==> src/rtl/alu_cmd_sequencer_if.sv <==
// Command/response handshake bundle between the issue logic (master) and alu_cmd_sequencer (slave).
interface alu_cmd_sequencer_if #(
  parameter int TAG_W = 4
);
  logic             cmd_valid;
  logic             cmd_ready;
  logic [31:0]      cmd_a;
  logic [31:0]      cmd_b;
  logic [3:0]       cmd_opcode;
  logic [5:0]       cmd_shift;
  logic [TAG_W-1:0] cmd_tag;

  logic             rsp_valid;
  logic             rsp_ready;
  logic [63:0]      rsp_data;
  logic             rsp_carry;
  logic [TAG_W-1:0] rsp_tag;
  logic             rsp_err;

  modport master (
    output cmd_valid, cmd_a, cmd_b, cmd_opcode, cmd_shift, cmd_tag, rsp_ready,
    input  cmd_ready, rsp_valid, rsp_data, rsp_carry, rsp_tag, rsp_err
  );

  modport slave (
    input  cmd_valid, cmd_a, cmd_b, cmd_opcode, cmd_shift, cmd_tag, rsp_ready,
    output cmd_ready, rsp_valid, rsp_data, rsp_carry, rsp_tag, rsp_err
  );
endinterface

==> src/rtl/alu_cmd_sequencer.sv <==
// Single-outstanding ALU initiator: registers a command onto the ALU, waits a per-opcode settle time, returns the result.
// Optional: define ALU_SEQ_DIV0_CHECK_EN to reject DIV with a zero divisor like an illegal opcode.
//
// state  | meaning
// S_IDLE | ready for a command, alu_* hold the last issued operation
// S_WAIT | ALU inputs applied, settle counter running down to terminal count 1
// S_RESP | response presented, held until rsp_ready
module alu_cmd_sequencer #(
  parameter int WAIT_SIMPLE = 1,
  parameter int WAIT_MUL    = 2,
  parameter int WAIT_DIV    = 4,
  parameter int TAG_W       = 4
) (
  input  logic                 clk,
  input  logic                 rst_n,
  alu_cmd_sequencer_if.slave   bus,
  output logic [31:0]          alu_a,
  output logic [31:0]          alu_b,
  output logic [3:0]           alu_opcode,
  output logic [5:0]           alu_shift,
  input  logic [63:0]          alu_out,
  input  logic                 alu_carry,
  output logic                 busy,
  output logic [15:0]          ops_done
);

  typedef enum logic [1:0] {
    S_IDLE = 2'd0,
    S_WAIT = 2'd1,
    S_RESP = 2'd2
  } state_t;

  state_t           state;
  logic [3:0]       settle_cnt;
  logic [3:0]       settle_load;
  logic             reject;
  logic [TAG_W-1:0] tag_q;

  assign bus.rsp_tag = tag_q;

  always_comb begin
    settle_load = 4'(WAIT_SIMPLE);
    case (bus.cmd_opcode)
      4'd2:    settle_load = 4'(WAIT_MUL);
      4'd3:    settle_load = 4'(WAIT_DIV);
      default: settle_load = 4'(WAIT_SIMPLE);
    endcase
  end

`ifdef ALU_SEQ_DIV0_CHECK_EN
  assign reject = bus.cmd_opcode[3] ||
                  ((bus.cmd_opcode == 4'd3) && (bus.cmd_b == 32'd0));
`else
  assign reject = bus.cmd_opcode[3];
`endif

  always_ff @(posedge clk or negedge rst_n) begin
    if (!rst_n) begin
      state         <= S_IDLE;
      settle_cnt    <= 4'd0;
      bus.cmd_ready <= 1'b1;
      bus.rsp_valid <= 1'b0;
      bus.rsp_data  <= 64'd0;
      bus.rsp_carry <= 1'b0;
      bus.rsp_err   <= 1'b0;
      tag_q         <= '0;
      alu_a         <= 32'd0;
      alu_b         <= 32'd0;
      alu_opcode    <= 4'd0;
      alu_shift     <= 6'd0;
      busy          <= 1'b0;
      ops_done      <= 16'd0;
    end else begin
      case (state)
        S_IDLE: begin
          if (bus.cmd_valid) begin
            tag_q         <= bus.cmd_tag;
            bus.cmd_ready <= 1'b0;
            busy          <= 1'b1;
            if (reject) begin
              // Rejected commands never touch the ALU inputs.
              bus.rsp_err   <= 1'b1;
              bus.rsp_data  <= 64'd0;
              bus.rsp_carry <= 1'b0;
              bus.rsp_valid <= 1'b1;
              state         <= S_RESP;
            end else begin
              alu_a      <= bus.cmd_a;
              alu_b      <= bus.cmd_b;
              alu_opcode <= bus.cmd_opcode;
              alu_shift  <= bus.cmd_shift;
              settle_cnt <= settle_load;
              state      <= S_WAIT;
            end
          end
        end

        S_WAIT: begin
          if (settle_cnt == 4'd1) begin
            bus.rsp_data  <= alu_out;
            bus.rsp_carry <= alu_carry;
            bus.rsp_err   <= 1'b0;
            bus.rsp_valid <= 1'b1;
            state         <= S_RESP;
          end else begin
            settle_cnt <= settle_cnt - 4'd1;
          end
        end

        S_RESP: begin
          if (bus.rsp_ready) begin
            bus.rsp_valid <= 1'b0;
            bus.cmd_ready <= 1'b1;
            busy          <= 1'b0;
            ops_done      <= ops_done + 16'd1;
            state         <= S_IDLE;
          end
        end

        default: begin
          state         <= S_IDLE;
          bus.rsp_valid <= 1'b0;
          bus.cmd_ready <= 1'b1;
          busy          <= 1'b0;
        end
      endcase
    end
  end

endmodule

==> src/flat_wrapper.sv <==
// flat-port wrapper written by rule: the top's interface ports become plain ports
module alu_cmd_sequencer_flat 
#(
  parameter int WAIT_SIMPLE = 1,
  parameter int WAIT_MUL    = 2,
  parameter int WAIT_DIV    = 4,
  parameter int TAG_W       = 4
)
  (clk, rst_n, alu_a, alu_b, alu_opcode, alu_shift, alu_out, alu_carry, busy, ops_done, bus_cmd_valid, bus_cmd_a, bus_cmd_b, bus_cmd_opcode, bus_cmd_shift, bus_cmd_tag, bus_rsp_ready, bus_cmd_ready, bus_rsp_valid, bus_rsp_data, bus_rsp_carry, bus_rsp_tag, bus_rsp_err);
  alu_cmd_sequencer_if #(.TAG_W(TAG_W)) bus_i ();
  input  logic clk;
  input  logic rst_n;
  output logic [31:0] alu_a;
  output logic [31:0] alu_b;
  output logic [3:0] alu_opcode;
  output logic [5:0] alu_shift;
  input  logic [63:0] alu_out;
  input  logic alu_carry;
  output logic busy;
  output logic [15:0] ops_done;
  input wire logic [$bits(bus_i.cmd_valid)-1:0] bus_cmd_valid;
  input wire logic [$bits(bus_i.cmd_a)-1:0] bus_cmd_a;
  input wire logic [$bits(bus_i.cmd_b)-1:0] bus_cmd_b;
  input wire logic [$bits(bus_i.cmd_opcode)-1:0] bus_cmd_opcode;
  input wire logic [$bits(bus_i.cmd_shift)-1:0] bus_cmd_shift;
  input wire logic [$bits(bus_i.cmd_tag)-1:0] bus_cmd_tag;
  input wire logic [$bits(bus_i.rsp_ready)-1:0] bus_rsp_ready;
  output wire logic [$bits(bus_i.cmd_ready)-1:0] bus_cmd_ready;
  output wire logic [$bits(bus_i.rsp_valid)-1:0] bus_rsp_valid;
  output wire logic [$bits(bus_i.rsp_data)-1:0] bus_rsp_data;
  output wire logic [$bits(bus_i.rsp_carry)-1:0] bus_rsp_carry;
  output wire logic [$bits(bus_i.rsp_tag)-1:0] bus_rsp_tag;
  output wire logic [$bits(bus_i.rsp_err)-1:0] bus_rsp_err;
  assign bus_i.cmd_valid = bus_cmd_valid;
  assign bus_i.cmd_a = bus_cmd_a;
  assign bus_i.cmd_b = bus_cmd_b;
  assign bus_i.cmd_opcode = bus_cmd_opcode;
  assign bus_i.cmd_shift = bus_cmd_shift;
  assign bus_i.cmd_tag = bus_cmd_tag;
  assign bus_i.rsp_ready = bus_rsp_ready;
  assign bus_cmd_ready = bus_i.cmd_ready;
  assign bus_rsp_valid = bus_i.rsp_valid;
  assign bus_rsp_data = bus_i.rsp_data;
  assign bus_rsp_carry = bus_i.rsp_carry;
  assign bus_rsp_tag = bus_i.rsp_tag;
  assign bus_rsp_err = bus_i.rsp_err;
  alu_cmd_sequencer #(.WAIT_SIMPLE(WAIT_SIMPLE), .WAIT_MUL(WAIT_MUL), .WAIT_DIV(WAIT_DIV), .TAG_W(TAG_W)) u_core (.clk(clk), .rst_n(rst_n), .bus(bus_i), .alu_a(alu_a), .alu_b(alu_b), .alu_opcode(alu_opcode), .alu_shift(alu_shift), .alu_out(alu_out), .alu_carry(alu_carry), .busy(busy), .ops_done(ops_done));
endmodule
==> config.mk <==
export PLATFORM = sky130hd
export DESIGN_NAME = alu_cmd_sequencer_flat
export DESIGN_NICKNAME = d
export VERILOG_FILES = /design/src/rtl/alu_cmd_sequencer_if.sv /design/src/rtl/alu_cmd_sequencer.sv /design/src/flat_wrapper.sv
export SDC_FILE = /design/constraint.sdc
export NUM_CORES = 1
export LEC_CHECK = 0
export ABC_CLOCK_PERIOD_IN_PS = 2040
export CORE_MARGIN = 2
export CORE_UTILIZATION = 41
export DETAILED_ROUTE_END_ITERATION = 10
export PLACE_DENSITY = 0.77
export SKIP_CTS_REPAIR_TIMING = 1
export SLEW_MARGIN = 25
export SYNTH_ARGS = -nofsm -noshare
export SYNTH_HDL_FRONTEND = slang
export SYNTH_SLANG_ARGS = --single-unit
==> constraint.sdc <==
create_clock -name clk -period 2.04 [get_ports clk]
set_input_delay 0.51 -clock clk [delete_from_list [all_inputs] [get_ports clk]]
set_output_delay 0.51 -clock clk [all_outputs]
set_load 0.05 [all_outputs]
Word level (Yosys, flattened, before mapping) --
Index checks and enable logic that the tools add are counted.
Operators by class: $add $sub $neg 2, eq/ne operators 11, bitwise gates (word level) 2, reduce and logical (&&, ||, !) cells 10, multiplexer cells 30
Operators with widths (count):
- $mux 64 | 3
- $pmux 64 s2 | 1
- $add 16x1->16 const B | 1
- $mux 4 | 3
- $reduce_and 4->1 | 3
- $mux 1 | 11
- $ne 2x2->1 const B | 5
- $pmux 1 s3 | 3
- $reduce_and 3->1 | 3
- $eq 4x2->1 const B | 2
- $mux 2 | 4
- $pmux 4 s2 | 1
- $pmux 2 s3 | 1
- $pmux 3 s2 | 1
- $eq 4x1->1 const B | 1
- $pmux 1 s2 | 2
- $reduce_and 2->1 | 2
- $sub 4x1->4 const B | 1
- $eq 2x1->1 const B | 1
- $eq 2x2->1 const B | 1
- $logic_not 2->1 | 1
- $ne 2x1->1 const B | 1
- $not 1->1 | 2
- $reduce_bool 2->1 | 1
Word-level totals: output and inout bits 163, bits in registers 168, logic and storage cells 69

Depth between registers and ports, before layout --
depth after elaboration 5, mapped depth 8

Worst setup path before layout --
OpenSTA, ideal clock, no wires.
path type reg-to-reg, start register u_core.ops_done[4], end register u_core.ops_done[15], arrival 1724 ps, cell stages (with the launch flop) 6, path slack 234 ps, library setup time 82 ps, data required time 1958 ps, cell sequence dfrtp_1 > nand3_1 > or4_1 > buf_2 > nor3_2 > xor2_1
Between the ends: longest elaborated chain between the ends 1
RTL lines:
- start, declared | line alu_cmd_sequencer.sv:24 | output logic [15:0] ops_done
- start signal, assigned | line alu_cmd_sequencer.sv:115 | ops_done <= ops_done + 16'd1;
- $add 16x1->16 | line alu_cmd_sequencer.sv:115
No other way between the ends. A chain may end at the register's enable or synchronous reset.

Worst setup path in the final report --
start register u_core.state[1], end register u_core.alu_b[29]
Between the ends: longest elaborated chain between the ends 2
RTL lines:
- start, declared | line alu_cmd_sequencer.sv:33 | state_t state;
- start signal, assigned | line alu_cmd_sequencer.sv:59 | state <= S_IDLE;
- start signal, assigned | line alu_cmd_sequencer.sv:86 | state <= S_RESP;
- start signal, assigned | line alu_cmd_sequencer.sv:93 | state <= S_WAIT;
- $logic_not 2->1 | line alu_cmd_sequencer.sv:74 | case (state)
- $reduce_and 3->1 (no line)
- end signal, assigned | line alu_cmd_sequencer.sv:89 | alu_b <= bus.cmd_b;
- end, declared | line alu_cmd_sequencer.sv:18 | output logic [31:0] alu_b,
No other way between the ends.

==> results <==
- The die span in y is 131 um.
- The number of pins exceeding their max-slew limit in the final report is 0.
- The synthesized design contains 168 register bits.
- The total nets after synthesis is 714.
- The flow ran to the end, and the final reports show no timing, DRC or antenna violations.
- Detailed placement ended at an HPWL of 13800 um.
- In the synthesized netlist, the number of instances is 564.
- STA classifies the critical path endpoint as a flop.
- The share of the Yosys chip area taken by registers is 63.3%.
- In the routed layout, each cell is associated on average with a via count of 4.79.
- The via count is 5325.
- After detailed routing, the average wire length per cell comes to 16.9 um.
- The worst path uses 93.4% of the clock period.
- The clock tree from TritonCTS is yes.
- During synthesis, Yosys emitted a total of 0 warnings.
- The die covers 0.0172 mm^2.
- Counting the fill cells in the layout gives 1182.
- Leaving out fill and tap cells, the most frequent cell in the layout is sky130_fd_sc_hd__dfrtp_1.
- At the worst endpoint, the required time is 2.34 ns.
- The count of nets left with antenna violations once routing finished came out at 0.
- The row count is 46.
- The number of levels in the clock H-tree is 4.
- The clock sink count is 168.
- In the layout the commonest cells are 167 x sky130_fd_sc_hd__dfrtp_1, 145 x sky130_fd_sc_hd__clkdlybuf4s50_1, 139 x sky130_fd_sc_hd__nand2_1, 112 x sky130_fd_sc_hd__dlymetal6s2s_1, 78 x sky130_fd_sc_hd__mux2_2.
- In the final layout, the multi-input gates occupy 0.00226 mm^2.
- The number of max-capacitance violations reported is 0.
- The number of failing hold endpoints at the final stage was 0.
- The final critical delay including setup and external delays is 1.91 ns.
- The data arrival time of the critical path is 2.20 ns.
- The insertion delay to the later sink of the worst-skew pair is 0.41 ns.
- Headroom to the max-slew limit came out at 62.9%.
- Global routing used 21.7% of the available tracks across all layers.
- The placer's final routability congestion estimate is 0.822.
- The clock-pin slew reported for the worst setup and hold paths after clock tree synthesis is 0.06 ns.
- For this run, the post-layout net count is 1033.
- After layout, the worst setup slack is 0.134 ns.
- The final setup skew is 0.0102 ns.
- The number of global-route vias before repair was 5735.
- The total power divided by cell area is 1850 mW/mm^2.
- The count of buffers added on input and output ports is 308.
- Entering global routing, the biggest net connects 70 pins.
- The fraction of final layout cells sized beyond drive strength 1 is 21.1%.
- Summed over all cells, the static leakage comes to 6.05 nW.
- The synthesized design devotes to its leading area cell type 62.9% of total area.
- In this run, CTS created clock tree buffers numbering 17.
- For the pin with the worst max-slew slack, the measured transition is 0.556 ns.
- The highest fanout seen on the critical path is 20.
- The number of buffers on the longest clock path is 2.
- The die width is 131 um.
- The path class of the tightest hold or removal check is input port to async pin.
- The number of detailed-route iterations in the first pass is 4.
- Setup repair after global routing left no endpoint under its margin.
- Ranked by total cell area, the synthesized netlist is headed by sky130_fd_sc_hd__dfrtp_1 63%, sky130_fd_sc_hd__mux2_2 13%, sky130_fd_sc_hd__nand2_1 7.9%.
- The initial DRC count is 168.
- After synthesis, the mean cell area works out to 11.8 um^2.
- After synthesis the cells add up to 0.00664 mm^2.
- The first global-routing pass estimated 29800 um of wire.
- The post-route setup TNS is 0 ns.
- The number of antenna violations at the first check in global routing was 0.
- The sequential cells in the finished layout cover a total of 0.00421 mm^2.
- The total wire length after detailed routing is 18800 um.
- The number of DRC violations after detailed routing is 0.
- The final antenna diode count is 0.
- For this configuration, the core starts out at a cell density of 41.9%.
- The I/O pin count is 310.
- The critical path is of the flop to flop type.
- The total setup violations reported at the end of the flow is 0.
- Counting distinct cell types in the post-synthesis netlist gives 39.
- The largest total area in the synthesized netlist belongs to sky130_fd_sc_hd__dfrtp_1.
- The total overflow left after global routing is 0.
- The worst setup path is launched from a flop.
- The worst slack after detailed placement is -0.224 ns.
- The cell sitting at the root of the clock tree is a sky130_fd_sc_hd__clkbuf_16.
- Timing would allow up to 525 MHz.
- After floorplanning, the core was sized to cover 0.0158 mm^2.
- IR analysis of the VDD net gives a maximum drop of 0.873 mV.
- The post-synthesis to final-layout area growth is 63.1%.
[sequential cells by signal, summed over array words and instances (netlist names), 3 cells and up]
name and cells:
u_core.bus.rsp_data 64, u_core.alu_a 32, u_core.alu_b 32, u_core.ops_done 16, u_core.alu_shift 6, u_core.bus.rsp_tag 4
u_core.settle_cnt 4, u_core.alu_opcode 3
[routing by layer]
layer | part of all wire [%] | routed length, um | track usage, % | vias to the layer above
li1 | - | - | - | 2521
met1 | 40 | 7440 | 25.2 | 2552
met2 | 51 | 9540 | 37.7 | 211
met3 | 6.4 | 1200 | 6.79 | 41
met4 | 3.1 | 585 | 8.39 | 0
met5 | 0 | 0 | 0 | -
[cells by family after synthesis]
| group | count (synthesis) | synth area share [%] |
|---|---|---|
| AO/OA/AOI/OAI | 79 | 6.28 |
| XOR/XNOR | 15 | 1.98 |
| adder cells (fa/ha/maj) | 3 | 0.565 |
| buffers and inverters | 41 | 2.92 |
| flip-flops | 168 | 63.3 |
| multiplexers | 78 | 13.2 |
| other | 1 | 0.0565 |
| AND/OR/NAND/NOR | 179 | 11.6 |
[synth_stat cells, drive strengths merged]
| cell type | n |
|---|---|
| nand3 | 9 |
| clkbuf | 18 |
| nand2b | 2 |
| or4 | 2 |
| ha | 3 |
| and3 | 3 |
| nand4 | 1 |
| inv | 8 |
| xor2 | 8 |
| a2111o | 1 |
| or3b | 1 |
| nor2b | 1 |
| o31ai | 1 |
| a211oi | 1 |
| a32oi | 1 |
| nand4bb | 1 |
| conb | 1 |
| nor4b | 1 |
| a21o | 2 |
| nor3 | 4 |
| nand2 | 139 |
| o21ai | 68 |
| and4 | 1 |
| and2 | 1 |
| xnor2 | 7 |
| a21oi | 4 |
| mux2 | 78 |
| nand3b | 2 |
| dfrtp | 167 |
| nor3b | 1 |
| a31oi | 1 |
| buf | 15 |
| dfstp | 1 |
| nor2 | 10 |
[layout make-up]
cell class / instances / share of cell area [%]
clock buffers: 23 / 4.23
clock inverters: 8 / 0.682
inverters: 8 / 0.277
multi-input cells: 355 / 20.9
flip-flops and latches: 168 / 38.8
well taps: 216 / 2.50
repair buffers: 333 / 32.6
[where the power goes]
part	internal [mW]	switching, mW	total (mW)	leakage (nW)
combinational	3.76	7.60	11.4	3.66
clock	1.70	1.25	2.95	0.257
sequential	4.87	0.904	5.78	2.13
[final timing paths]
check	start	endpoint	slack, ns	cells after the start
max	u_core.state[1]	u_core.alu_b[29]	0.13	4
min reg2reg	u_core.bus.rsp_data[47]	u_core.bus.rsp_data[47]	0.47	2
max in group asynchronous	rst_n	u_core.ops_done[5]	1.38	2
max reg2reg	u_core.state[1]	u_core.alu_b[29]	0.13	4
min	rst_n	u_core.alu_b[2]	0.03	1
min in group clk	u_core.bus.rsp_data[47]	u_core.bus.rsp_data[47]	0.47	2
[worst max-delay path: stages, from the launching register on]
cell,delay [ns]
sky130_fd_sc_hd__dfrtp_1,0.48
sky130_fd_sc_hd__nor4b_2,0.55
sky130_fd_sc_hd__buf_4,0.24
sky130_fd_sc_hd__buf_12,0.16
sky130_fd_sc_hd__mux2_2,0.36
[stage by stage]
step | hold slack (ns) | instance area (um^2) | power [mW] | instances | util [%]
floorplan | 0.214 | 6640 | 13.1 | 564 | -
global placement | 0.462 | 10000 | 17.0 | 1080 | 63.3
detailed placement | 0.469 | 10000 | 17.3 | 1080 | 63.3
CTS | 0.0312 | 10500 | 20.4 | 1111 | 66.6
global route | 0.0480 | 10800 | 21.0 | 1111 | 68.4
finish | 0.0333 | 10800 | 20.1 | 1111 | 68.4
Note: power is estimated with default switching activity, not from simulation.
